## src/rtl/m_seg_pkg.sv

```systemverilog
// m_seg_pkg: shared 7-segment definitions for the scan driver and the digit decoder.
//   SEG_0..SEG_F : active-low {g,f,e,d,c,b,a} patterns for hex digits 0-F
//   SEG_OFF      : all eight segments (dp included) dark
//   seg7()       : pure nibble -> 7-bit active-low pattern lookup
package m_seg_pkg;

  localparam logic [6:0] SEG_0 = 7'b1000000;
  localparam logic [6:0] SEG_1 = 7'b1111001;
  localparam logic [6:0] SEG_2 = 7'b0100100;
  localparam logic [6:0] SEG_3 = 7'b0110000;
  localparam logic [6:0] SEG_4 = 7'b0011001;
  localparam logic [6:0] SEG_5 = 7'b0010010;
  localparam logic [6:0] SEG_6 = 7'b0000010;
  localparam logic [6:0] SEG_7 = 7'b1111000;
  localparam logic [6:0] SEG_8 = 7'b0000000;
  localparam logic [6:0] SEG_9 = 7'b0011000;
  localparam logic [6:0] SEG_A = 7'b0001000;
  localparam logic [6:0] SEG_B = 7'b0000011;
  localparam logic [6:0] SEG_C = 7'b0100111;
  localparam logic [6:0] SEG_D = 7'b0100001;
  localparam logic [6:0] SEG_E = 7'b0000110;
  localparam logic [6:0] SEG_F = 7'b0001110;

  localparam logic [7:0] SEG_OFF = 8'hFF;

  function automatic logic [6:0] seg7(input logic [3:0] nibble);
    logic [6:0] pat;
    pat = '1;
    case (nibble)
      4'h0: pat = SEG_0;
      4'h1: pat = SEG_1;
      4'h2: pat = SEG_2;
      4'h3: pat = SEG_3;
      4'h4: pat = SEG_4;
      4'h5: pat = SEG_5;
      4'h6: pat = SEG_6;
      4'h7: pat = SEG_7;
      4'h8: pat = SEG_8;
      4'h9: pat = SEG_9;
      4'hA: pat = SEG_A;
      4'hB: pat = SEG_B;
      4'hC: pat = SEG_C;
      4'hD: pat = SEG_D;
      4'hE: pat = SEG_E;
      4'hF: pat = SEG_F;
      default: pat = '1;
    endcase
    return pat;
  endfunction

endpackage

```

## src/rtl/m_seven_segment.sv

```systemverilog
// m_seven_segment: combinational single-digit decoder.
//   idat [3:0] : hex nibble
//   idp        : decimal point request (1 = lit)
//   oseg [7:0] : active-low {dp,g,f,e,d,c,b,a}
module m_seven_segment
  import m_seg_pkg::*;
(
  input  logic [3:0] idat,
  input  logic       idp,
  output logic [7:0] oseg
);

  assign oseg = {~idp, seg7(idat)};

endmodule

```

## src/rtl/m_seven_segment_scan.sv

```systemverilog
// m_seven_segment_scan: time-multiplexed driver for an N-digit common-anode
// 7-segment display. Inputs are snapshotted once per frame (tear-free); each
// digit slot starts with BLANK_CYCLES of dead time to suppress ghosting.
//   clk, rst       : clock, synchronous active-high reset
//   idat [4N-1:0]  : packed nibbles, digit 0 rightmost
//   idp  [N-1:0]   : decimal point request per digit
//   ien  [N-1:0]   : digit enable
//   odat [7:0]     : registered active-low segments {dp,g,f,e,d,c,b,a}
//   odigit [N-1:0] : registered active-low digit select, at most one low
//   oframe         : one-cycle pulse the cycle after a snapshot
// Build option: define LEADING_ZERO_BLANK_EN to dark leading zero digits.
module m_seven_segment_scan
  import m_seg_pkg::*;
#(
  parameter int unsigned N_DIGITS     = 4,
  parameter int unsigned SCAN_DIV     = 50000,
  parameter int unsigned BLANK_CYCLES = 16
) (
  input  logic                  clk,
  input  logic                  rst,
  input  logic [4*N_DIGITS-1:0] idat,
  input  logic [N_DIGITS-1:0]   idp,
  input  logic [N_DIGITS-1:0]   ien,
  output logic [7:0]            odat,
  output logic [N_DIGITS-1:0]   odigit,
  output logic                  oframe
);

  localparam int unsigned CNT_W = (SCAN_DIV > 1) ? $clog2(SCAN_DIV) : 1;
  localparam int unsigned IDX_W = (N_DIGITS > 1) ? $clog2(N_DIGITS) : 1;

  logic [CNT_W-1:0]        cnt_q, cnt_d;
  logic [IDX_W-1:0]        idx_q, idx_d;
  logic [4*N_DIGITS-1:0]   sh_dat_q;
  logic [N_DIGITS-1:0]     sh_dp_q, sh_en_q;
  logic [7:0]              odat_q, odat_d;
  logic [N_DIGITS-1:0]     odigit_q, odigit_d;
  logic                    oframe_q;

  logic                    cnt_last, idx_last, snap, in_blank;
  logic [3:0]              cur_nib;
  logic                    cur_dp, cur_en, cur_lz;
  logic [N_DIGITS-1:0]     lz_mask;
  logic [7:0]              dec_seg;

  assign cnt_last = (cnt_q == CNT_W'(SCAN_DIV - 1));
  assign idx_last = (idx_q == IDX_W'(N_DIGITS - 1));
  assign snap     = (cnt_q == '0) && (idx_q == '0);

  generate
    if (BLANK_CYCLES == 0) begin : g_noblank
      assign in_blank = 1'b0;
    end else begin : g_blank
      assign in_blank = (cnt_q < CNT_W'(BLANK_CYCLES));
    end
  endgenerate

  always_comb begin
    cnt_d = cnt_q + 1'b1;
    idx_d = idx_q;
    if (cnt_last) begin
      cnt_d = '0;
      idx_d = idx_last ? '0 : idx_q + 1'b1;
    end
  end

  // Select the current digit's shadow fields.
  always_comb begin
    cur_nib = '0;
    cur_dp  = 1'b0;
    cur_en  = 1'b0;
    cur_lz  = 1'b0;
    for (int unsigned i = 0; i < N_DIGITS; i++) begin
      if (idx_q == IDX_W'(i)) begin
        cur_nib = sh_dat_q[4*i +: 4];
        cur_dp  = sh_dp_q[i];
        cur_en  = sh_en_q[i];
        cur_lz  = lz_mask[i];
      end
    end
  end

  // Leading-zero mask: walk from the top digit down while digits are zero with
  // no dp; digit 0 is excluded so a zero value still shows "0".
  always_comb begin
    lz_mask = '0;
`ifdef LEADING_ZERO_BLANK_EN
    begin : lzb
      logic leading;
      leading = 1'b1;
      for (int unsigned j = 1; j < N_DIGITS; j++) begin
        if (leading && (sh_dat_q[4*(N_DIGITS-j) +: 4] == 4'h0) && !sh_dp_q[N_DIGITS-j])
          lz_mask[N_DIGITS-j] = 1'b1;
        else
          leading = 1'b0;
      end
    end
`endif
  end

  m_seven_segment u_dec (
    .idat (cur_nib),
    .idp  (cur_dp),
    .oseg (dec_seg)
  );

  always_comb begin
    odat_d   = SEG_OFF;
    odigit_d = '1;
    if (!in_blank && cur_en && !cur_lz) begin
      odat_d = dec_seg;
      for (int unsigned i = 0; i < N_DIGITS; i++)
        odigit_d[i] = (idx_q != IDX_W'(i));
    end
  end

  always_ff @(posedge clk) begin
    if (rst) begin
      cnt_q    <= '0;
      idx_q    <= '0;
      sh_dat_q <= '0;
      sh_dp_q  <= '0;
      sh_en_q  <= '0;
      odat_q   <= SEG_OFF;
      odigit_q <= '1;
      oframe_q <= 1'b0;
    end else begin
      cnt_q    <= cnt_d;
      idx_q    <= idx_d;
      if (snap) begin
        sh_dat_q <= idat;
        sh_dp_q  <= idp;
        sh_en_q  <= ien;
      end
      odat_q   <= odat_d;
      odigit_q <= odigit_d;
      oframe_q <= snap;
    end
  end

  assign odat   = odat_q;
  assign odigit = odigit_q;
  assign oframe = oframe_q;

endmodule

```

## config.mk

```make
export PLATFORM = sky130hd
export DESIGN_NAME = m_seven_segment_scan
export DESIGN_NICKNAME = d
export VERILOG_FILES = /design/src/rtl/m_seg_pkg.sv /design/src/rtl/m_seven_segment.sv /design/src/rtl/m_seven_segment_scan.sv
export SDC_FILE = /design/constraint.sdc
export NUM_CORES = 1
export LEC_CHECK = 0
export ABC_AREA = 1
export BUFFER_PORTS_ARGS = -buffer_cell sky130_fd_sc_hd__buf_4
export CORE_MARGIN = 8
export CORE_UTILIZATION = 40
export CTS_CLUSTER_DIAMETER = 120
export DETAILED_ROUTE_END_ITERATION = 8
export GPL_TIMING_DRIVEN = 0
export PLACE_DENSITY_LB_ADDON = 0.2
export SLEW_MARGIN = 20
export SYNTH_ARGS = -nofsm -noshare
export SYNTH_HDL_FRONTEND = slang
export SYNTH_SLANG_ARGS = --single-unit
```

## constraint.sdc

```tcl
create_clock -name clk -period 2.46 [get_ports clk]
set_input_delay 0.123 -clock clk [delete_from_list [all_inputs] [get_ports clk]]
set_output_delay 0.123 -clock clk [all_outputs]
set_load 0.02 [all_outputs]
```

# Word level (Yosys, flattened, before mapping)
# Memories as Yosys holds them, arrays and structs flattened. A register that Yosys moved wholly into a read port is not among the register bits.
# Cells that the tools add are included.
# classes
add_sub_neg,2
magnitude_cmp,1
n_eq_ne,7
muxes,13
n_bitwise,2
n_reduce_logical,8
# op_table
cell,count
adder 16 x 1 -> 16 bit (second input constant),1
equality test 16 bit (second input constant),1
zero test 16 bit,1
< comparator 16 x 5 -> 1 bit (second input constant),1
2-to-1 mux 4 bit,4
2-to-1 mux 1 bit,8
equality test 2 bit (second input constant),2
inequality test 2 bit (second input constant),2
OR reduction 2 bit,2
adder 2 x 1 -> 2 bit (second input constant),1
equality test 2 x 1 -> 1 bit (second input constant),1
logical AND 1 bit,2
zero test 2 bit,1
2-to-1 mux 2 bit,1
inequality test 2 x 1 -> 1 bit (second input constant),1
inverter 1 bit,2
nonzero test 2 bit,1
zero test 1 bit,1
# word_totals
regBits,55
rom_bits,112
inputBits,26
out_inout_bits,13
elab_cells,42
mem_count,1
# memory_table
name,depth,word_bits,read_ports,rd_ports_with_merged_regs,wr,line,rtl
(name not given),16,7,1,1,0,m_seg_pkg.sv:29,case (nibble)

# Logic depth before layout (Yosys ltp)
# Gate-level depths: netlist (run 1).
# logic_depth
ltp_word,8
depth_mapped,14
ltp_nobuf,13

# By module
# Synthesis (run 1) repeated with hierarchy kept, for this count alone.
# unflattened
cells_unflattened,483
hier_area_um2,3121.7
# by_module_without_submodules
module,instances,cells_each,area_each_um2,seq_area_each_um2
m_seven_segment_scan,1,436,2846.5,1101.1
m_seven_segment,1,47,275.3,0.0

# Worst setup path after synthesis (run 1)
# No wires, ideal clock.
# synth_timing
path_kind,reg2reg
from,register idx_q[0]
to,register odat_q[3] (netlist: odat[3])
setup_ns,0.123
t_arrival_ns,1.831
required_ns,2.337
path_slack_ns,0.506
stages_incl_launch_ff,13
path_buffers,1
synth_period_minus_slack_ns,1.954
path_cell_list,dfxtp_1 inv_1 ha_1 buf_2 a21oi_1 nand2_1 a21boi_1 inv_1 ha_1 nand3_1 nand2_1 nand2_1 nand3_1
# synth_between
elab_chain_cells,8
elab_cells_between_ends,15
classes_between,eq/ne (3); mux (8); bitwise (1); reduce/logical (3)
# synth_rtl
element,line,rtl
start: declaration,m_seven_segment_scan.sv:33,"logic [IDX_W-1:0] idx_q, idx_d;"
start signal: assignment,m_seven_segment_scan.sv:129,idx_q <= idx_d;
zero test 2 bit,m_seven_segment_scan.sv:74,if (idx_q == IDX_W'(i)) begin
2-to-1 mux 1 bit (4 in a row),m_seven_segment_scan.sv:74,
logical AND 1 bit,m_seven_segment_scan.sv:110,if (!in_blank && cur_en && !cur_lz) begin
inverter 1 bit (no source line),n/a,
OR reduction 2 bit (no source line),n/a,
end: declaration,m_seven_segment_scan.sv:36,"logic [7:0] odat_q, odat_d;"
# Several ways; a longest one is shown, not always the timed one.
# A chain may end at the register's enable or synchronous reset.

# Worst setup path after layout (run 1)
# Same ends and word-level chain as after synthesis.

==> results of run 1 <==
cell families (layout without fill, tap and decap cells):
family / after synthesis / in the layout / share of synthesized area
AO/OA/AOI/OAI: 26 / 26 / 0.0556
flip-flops: 55 / 55 / 0.394
adder cells (fa/ha/maj): 12 / 12 / 0.0538
AND/OR/NAND/NOR: 251 / 251 / 0.385
XOR/XNOR: 4 / 4 / 0.0126
buffers and inverters: 66 / 113 / 0.0986
worst max-delay path, cell delays in order, from the launching register on:
cell and delay (ns):
dfxtp_1 0.41, inv_1 0.09, ha_1 0.19, buf_2 0.19, a21oi_1 0.13, nand2_1 0.09
a21boi_2 0.28, inv_1 0.13, ha_1 0.31, nand3_1 0.09, nand2_1 0.05, nand2_1 0.06
nand3_1 0.06
state kept, by name (all words and copies together) (netlist names):
name	cells
sh_dat_q	16
odat	8
oframe	1
sh_en_q	4
sh_dp_q	4
odigit	4
idx_q	2
cnt_q	16
cells in the mapped netlist:
| library cell | number |
|---|---|
| a21oi_1 | 17 |
| a21boi_4 | 1 |
| nor3_2 | 2 |
| nor2_4 | 1 |
| nand2_2 | 3 |
| buf_4 | 2 |
| nor3_4 | 1 |
| buf_6 | 2 |
| nand3_1 | 30 |
| a21boi_1 | 1 |
| xnor2_1 | 1 |
| xor2_1 | 3 |
| nand2_1 | 122 |
| a21oi_2 | 1 |
| clkinv_1 | 1 |
| nor2_1 | 68 |
| buf_2 | 4 |
| o21ai_0 | 4 |
| inv_1 | 51 |
| nand4_1 | 6 |
| clkbuf_1 | 3 |
| o211ai_1 | 1 |
| dfxtp_1 | 55 |
| nor3_1 | 7 |
| nand3_2 | 1 |
| nor2_2 | 10 |
| a22oi_1 | 1 |
| ha_1 | 12 |
| inv_2 | 3 |
report_power, final:
part	switching (mW)	internal (mW)	leakage, nW
combinational	0.205	0.133	1.04
sequential	0.0232	0.944	0.451
clock	0.291	0.196	0.0477
metal layers:
| metal | track usage | share of wire | wire [um] |
|---|---|---|---|
| met1 | 0.158 | 0.47 | 2960 |
| met2 | 0.231 | 0.47 | 2980 |
| met3 | 0.0335 | 0.056 | 358 |
| met4 | 0.0349 | 0.0090 | 57 |
| met5 | 0 | 0 | 0 |
area by class of cell:
| cell class | instances | area [um2] | share of cell area |
|---|---|---|---|
| sequential | 55 | 1100 | 0.336 |
| clock inverter | 3 | 15.0 | 0.00459 |
| inverter | 55 | 206 | 0.0630 |
| multi-input combinational | 293 | 1420 | 0.433 |
| tap | 80 | 100 | 0.0306 |
| timing repair buffer | 39 | 295 | 0.0902 |
| clock buffer | 5 | 68.8 | 0.0210 |
| buffer | 11 | 68.8 | 0.0210 |
through the flow:
stage               hold WS, ns  power (mW)  utilization  std cells  setup WS, ns
global placement          0.317        1.32        0.470        532         0.193
CTS                      0.0225        1.81        0.484        541         0.107
detailed placement        0.317        1.32        0.470        532         0.123
finish                   0.0253        1.79        0.485        541         0.262
global route             0.0171        1.90        0.485        541        0.0701
floorplan                 0.195        1.23            -        414         0.506
what timing repair did:
action	4_1_cts	5_1_grt
buffers inserted	0	0
hold buffers	1	0
endpoints found under the hold margin	1	0
resized for setup	0	1
endpoints found under the setup margin	0	6
worst max path at each step:
stage,from,end,slack (ns),cells after the start
2_1_floorplan,idx_q[0],odat[3],0.51,12
3_3_place_gp,idx_q[0],odat[3],0.19,12
3_5_place_dp,idx_q[0],odat[3],0.12,12
4_1_cts,idx_q[0],odat[3],0.11,12
5_1_grt,idx_q[0],odat[3],0.07,12
6_report,idx_q[0],odat[3],0.26,12
==> summary.md, run 1 <==
| Metric | Value |
|---|---|
| Outcome | complete, no violations |
| Cell taking the most area after synthesis | dfxtp_1 |
| Fraction of final layout cells with drive strength greater than 1 | 0.169 |
| FILL cells | just over 700 |
| TritonCTS clock tree | built |
| Total Routing Usage GR | 0.133 |
| Final instance area | around 3300 um2 |
| Final cycle utilization of the critical path | 0.894 |
| Clock-pin slew on the worst setup and hold paths | 0.10 ns |
| Least-Margin Pin Slew | 0.484 ns |
| FF-to-FF setup slack | about 0.26 ns |
| P&R area growth vs syn | 17.3% |
| Synth area leaders | dfxtp_1 39%, nand2_1 16%, nor2_1 9.1% |
| CTS Buf Count | 5 |
| Max_cap viols | 0 |
| Cell Area, Synth | between 2000 and 3000 um2 |
| Syn Area/Cell | around 6.7 um2 |
| Io pins | 39 |
| Crit path DAT | around 2.4 ns |
| Cell depth of the worst hold path | 3 |
| WS Path Type | reg -> reg |
| GP Congestion | about 0.88 |
| Routed len/inst | 11.7 um |
| Critical path data required time | 2.65 ns |
| CTS sink cnt | between 50 and 60 |
| Largest net degree at the start of global routing | 17 |
| Via count | around 2.5k |
| Reg2reg end | odat[3] |
| H-tree levels | 2 |
| Vias in the first global route | 2336 |
| Antenna diode count | 0 |
| Clk Tree Root Cell | clkbuf_8 |
| Synth Warn # | 0 |
| Fin. Hold Viols | 0 |
| Syn Nets | ~450 |
| Drt pass-1 iters | 4 |
| Slew headroom | 0.677 |
| Fmax | ~450 MHz |
| Final Setup Violations | 0 |
| Most common cell after layout, fill and taps aside | nand2_1 |
| Sequential area share after synthesis | 0.394 |
| Setup TNS | 0 ns |
| Worst hold path type | in -> reg |
| Synth Register Bits | between 50 and 60 |
| Crit path time final | about 2.2 ns |
| Most frequent cells in the layout | 122 x nand2_1, 68 x nor2_1, 55 x dfxtp_1 |
| Clk_lat worst skew | 0.31 ns |
| Final WL | 6350 um |
| Post-Syn Instances | between 400 and 500 |
| IO Port Bufs | 38 |
| Worst hold start | idat[7] |
| CP startpoint kind | flip-flop |
| Leakage | around 1.5 nW |
| Remaining DRCs | 0 |
| Max-slew violation count | 0 |
| Clock Path Buffers | 2 |
| Drt via density | 4.59 |
| Die Y | 99.5 um |
| Crit path max fanout | 10 |
| Post-place instance area | roughly 3200 um2 |
| Initial antenna violation count | 0 |
| Placeable core area | just under 7000 um2 |
| Initial DRC Count | 130 |
| Unrepaired setup endpoints after global routing | false |
| Worst r2r src | idx_q[0] |
| Nets | around 500 |
| Initial core utilization | 0.413 |
| Clock skew | slightly below 0.01 ns |
| Power per cell area | 547 nW/um2 |
| Die ar. | just under 10000 um2 |
| Die width | approximately 100 um |
| Worst vdd ir | between 0.2 and 0.3 mV |
| DPL Wire Length | just under 5000 um |
| # rows | 30 |
| Synth cell types | 29 |
| R2r worst-path depth | 12 |
| Worst setup EP type | flip-flop |
| First-pass GRT wire length | about 11000 um |
| Worst Hold Endpoint | sh_dat_q[7] |
| Routed Antenna Nets | 0 |
| Yosys top cell area share | 0.394 |
| Total gr overflow | 0 |
Power figures use the tool's default switching activity.
==> run 2: changes to the inputs <==
ABC_AREA = not set   (was 1)
==> run 2 against run 1 <==
  * Combinational power decreased by 15%
  * Worst setup slack lost 0.095 ns
  * Register-to-register slack worse by 0.09 ns
  * First-iteration DRC count fell by 64%
  * Final cell count fell by 26%
  * Global-route usage down 1.3 points
  * Non-clock buffer count increased by 4
  * Synthesized cell count fell by 34%
  * Synthesized area shrank 8.7%
  * Core utilization rose by 0.63 points
  * Critical path type unchanged
  * Largest cell class unchanged
  * Largest power group unchanged
==> summary.md, run 2 <==
| Metric | Value |
|---|---|
| Outcome | complete, no violations |
| Antenna diode count | 0 (unchanged) |
| Vias in the first global route | 1825 (-22%) |
| Leakage | 1.26 nW (-18%) |
| R2r worst-path depth | 9 (-3) |
| Final cycle utilization of the critical path | 0.932 (+0.0385) |
| Synth Register Bits | 55 (unchanged) |
| Initial DRC Count | 47 (-64%) |
| Least-Margin Pin Slew | 0.468 ns (-0.0160 ns) |
| DPL Wire Length | 3930 um (-19%) |
| Worst setup EP type | flip-flop |
| Synth area leaders | dfxtp_1 43%, mux2i_1 12%, nor2_1 7.7% |
| Syn Nets | 313 (-31%) |
| # rows | 29 (-3.3%) |
| Fraction of final layout cells with drive strength greater than 1 | 0.221 (+0.0520) |
| TritonCTS clock tree | built |
| Power per cell area | 567 nW/um2 (+3.5%) |
| Most used flip-flop cell after synthesis | dfxtp_1 |
| CP startpoint kind | flip-flop |
| Clock Path Buffers | 2 (unchanged) |
| Synth Warn # | 0 (unchanged) |
| Clk_lat worst skew | 0.30 ns (about the same) |
| Total Routing Usage GR | 0.120 (-0.0129) |
| Simple-gate share of the synthesized area | 0.207 (-0.178) |
| Most frequent cells after synthesis | 55 x dfxtp_1, 52 x nor2_1, 31 x mux2i_1 |
| P&R area growth vs syn | 20.3% |
| XOR/XNOR Fraction of Synth Area | 0.0481 (+0.0356) |
| First-pass GRT wire length | 8590 um (-21%) |
| Post-Syn Instances | 275 (-34%) |
| Drt pass-1 iters | 4 (unchanged) |
| CTS Buf Count | 5 (unchanged) |
| Crit path depth | 9 (-3) |
| Sequential area share after synthesis | 0.432 (+0.0378) |
| Critical path data required time | 2.64 ns (about the same) |
| Fmax | 436 MHz (-4.1%) |
| Buf/Inv on CP | 2 (-1) |
| Worst vdd ir | 0.255 mV (-3.2%) |
| Cell taking the most area after synthesis | dfxtp_1 |
| Fin. Hold Viols | 0 (unchanged) |
| Initial core utilization | 0.408 (-0.00497) |
| Synth cell types | 37 (+28%) |
| Most common cell after layout, fill and taps aside | dfxtp_1 |
| Power Total | 1.74 mW (-3.1%) |
| Largest stage delay, worst path | 0.40 ns (about the same) |
| Post-place instance area | 2930 um2 (-7.8%) |
| H-tree levels | 2 (unchanged) |
| WS Path Type | reg -> reg |
| Final instance area | 3060 um2 (-6.4%) |
| Via count | 1934 (-22%) |
| GP Congestion | 0.815 (-7.0%) |
| Final WL | 5290 um (-17%) |
| Post-synth EDFFs | 0 (unchanged) |
| Clock skew | 0.00839 ns (-0.00128 ns) |
| Clk Tree Root Cell | clkbuf_8 |
| Die ar. | 9180 um2 (-7.4%) |
| Most frequent cells in the layout | 53 x dfxtp_1, 52 x nor2_1, 39 x buf_4 |
| Max_cap viols | 0 (unchanged) |
| Die width | 95.8 um (-3.7%) |
| Post-synthesis compound-gate area fraction | 0.0717 (+0.0161) |
| CTS sink cnt | 55 (unchanged) |
| Initial antenna violation count | 0 (unchanged) |
| Clock-pin slew on the worst setup and hold paths | 0.09 ns (about the same) |
| Critical-path top delay cell | a221o_2 |
| Largest net degree at the start of global routing | 16 (-1) |
| Routed Antenna Nets | 0 (unchanged) |
| Io pins | 39 (unchanged) |
| Cell depth of the worst hold path | 3 (unchanged) |
| Drt via density | 4.86 (+5.9%) |
| Slew headroom | 0.688 (+0.0107) |
| Crit path DAT | 2.47 ns (+0.08 ns) |
| Crit path max fanout | 10 (unchanged) |
| Largest family of logic cells by synthesized area | simple AND/OR/NAND/NOR gates |
| Crit path cell chain | inv_1, ha_1, clkbuf_4, nand3b_1, a221o_2, ha_1, nor3b_1, a211oi_1, o21ai_0 |
| Nets | 359 (-28%) |
| Most common cell in the netlist | dfxtp_1 |
| Async S/R FF share, synth | 0 (unchanged) |
| IO Port Bufs | 38 (unchanged) |
| Multiplexer area fraction after synthesis | 0.122 (+0.122) |
| Top cell by count, worst path | ha_1 |
| Routed len/inst | 13.3 um (+13%) |
| Total gr overflow | 0 (unchanged) |
| Syn Area/Cell | 9.26 um2 (+37%) |
| Crit path time final | 2.29 ns (+0.0946 ns) |
| Placeable core area | 6240 um2 (-7.6%) |
| Yosys top cell area share | 0.432 (+0.0378) |
| Remaining DRCs | 0 (unchanged) |
| Cell Area, Synth | 2550 um2 (-8.7%) |
| Max-slew violation count | 0 (unchanged) |
| Unrepaired setup endpoints after global routing | false |
| Die Y | 95.8 um (-3.7%) |
| Post-Synth Adder-Cell Area | 0.0589 (+0.00515) |
| Final Setup Violations | 0 (unchanged) |
| Worst hold path type | in -> reg |
| Post-CTS Hold Fix Bufs | 0 (-1) |
| Delay-heaviest family, CP | compound AO/OA/AOI/OAI gates |
run 2: routing by layer:
layer | global-route usage | up-vias | routed length (um)
li1 | - | 1014 | -
met1 | 0.141 | 878 | 2380
met2 | 0.203 | 35 | 2530
met5 | 0 | - | 0
met4 | 0.0474 | 0 | 92
met3 | 0.0328 | 7 | 283
run 2: area by class of cell:
type                            instances  area [um2]
Buffer                                 15         113
Sequential cell                        55        1100
Tap cell                               77        96.3
Clock buffer                            6        82.6
Fill cell                             636        3180
Clock inverter                          1        5.00
Inverter                               14        52.6
Timing Repair Buffer                   39         293
Multi-Input combinational cell        191        1320
run 2: tightest hold or removal path, cell delays in order:
cell,delay (ns)
buf_4,0.08
mux2i_1,0.05
nor2_1,0.07
run 2: cell families after synthesis:
kind of cell / Yosys count
compound gates: 26
fa+ha+maj: 12
mux: 31
xor+xnor: 14
flops: 55
buf+inv: 29
simple gates: 108
run 2: repair_timing:
| item | 4_1_cts | 5_1_grt |
|---|---|---|
| pin swaps | 1 | 1 |
| buffers inserted | 1 | 0 |
| gates resized for setup | 6 | 9 |
| endpoints found under the setup margin | 4 | 5 |
run 2: power by group:
group | switching [mW] | total [mW] | internal, mW
Combinational | 0.136 | 0.288 | 0.152
Clock | 0.270 | 0.491 | 0.221
Sequential | 0.0245 | 0.957 | 0.933
Total | 0.431 | 1.74 | 1.31
run 2: metrics by stage:
step | util | setup TNS [ns] | std cells | worst slack, ns | hold slack [ns]
4_1_cts | 0.486 | 0 | 398 | 0.00295 | 0.0389
3_5_place_dp | 0.469 | -0.376 | 390 | -0.259 | 0.359
6_report | 0.491 | 0 | 398 | 0.167 | 0.0433
2_1_floorplan | - | 0 | 275 | 0.167 | 0.267
3_3_place_gp | 0.469 | -0.216 | 390 | -0.190 | 0.354
5_1_grt | 0.491 | 0 | 398 | 0.0242 | 0.0269
run 2: worst paths after layout:
kind / startpoint / end / slack, ns
setup reg to reg: idx_q[1] / odat[3] / 0.17
hold reg to reg: idx_q[0] / idx_q[0] / 0.49
setup / recovery: idx_q[1] / odat[3] / 0.17
hold / removal: idat[4] / sh_dat_q[4] / 0.04
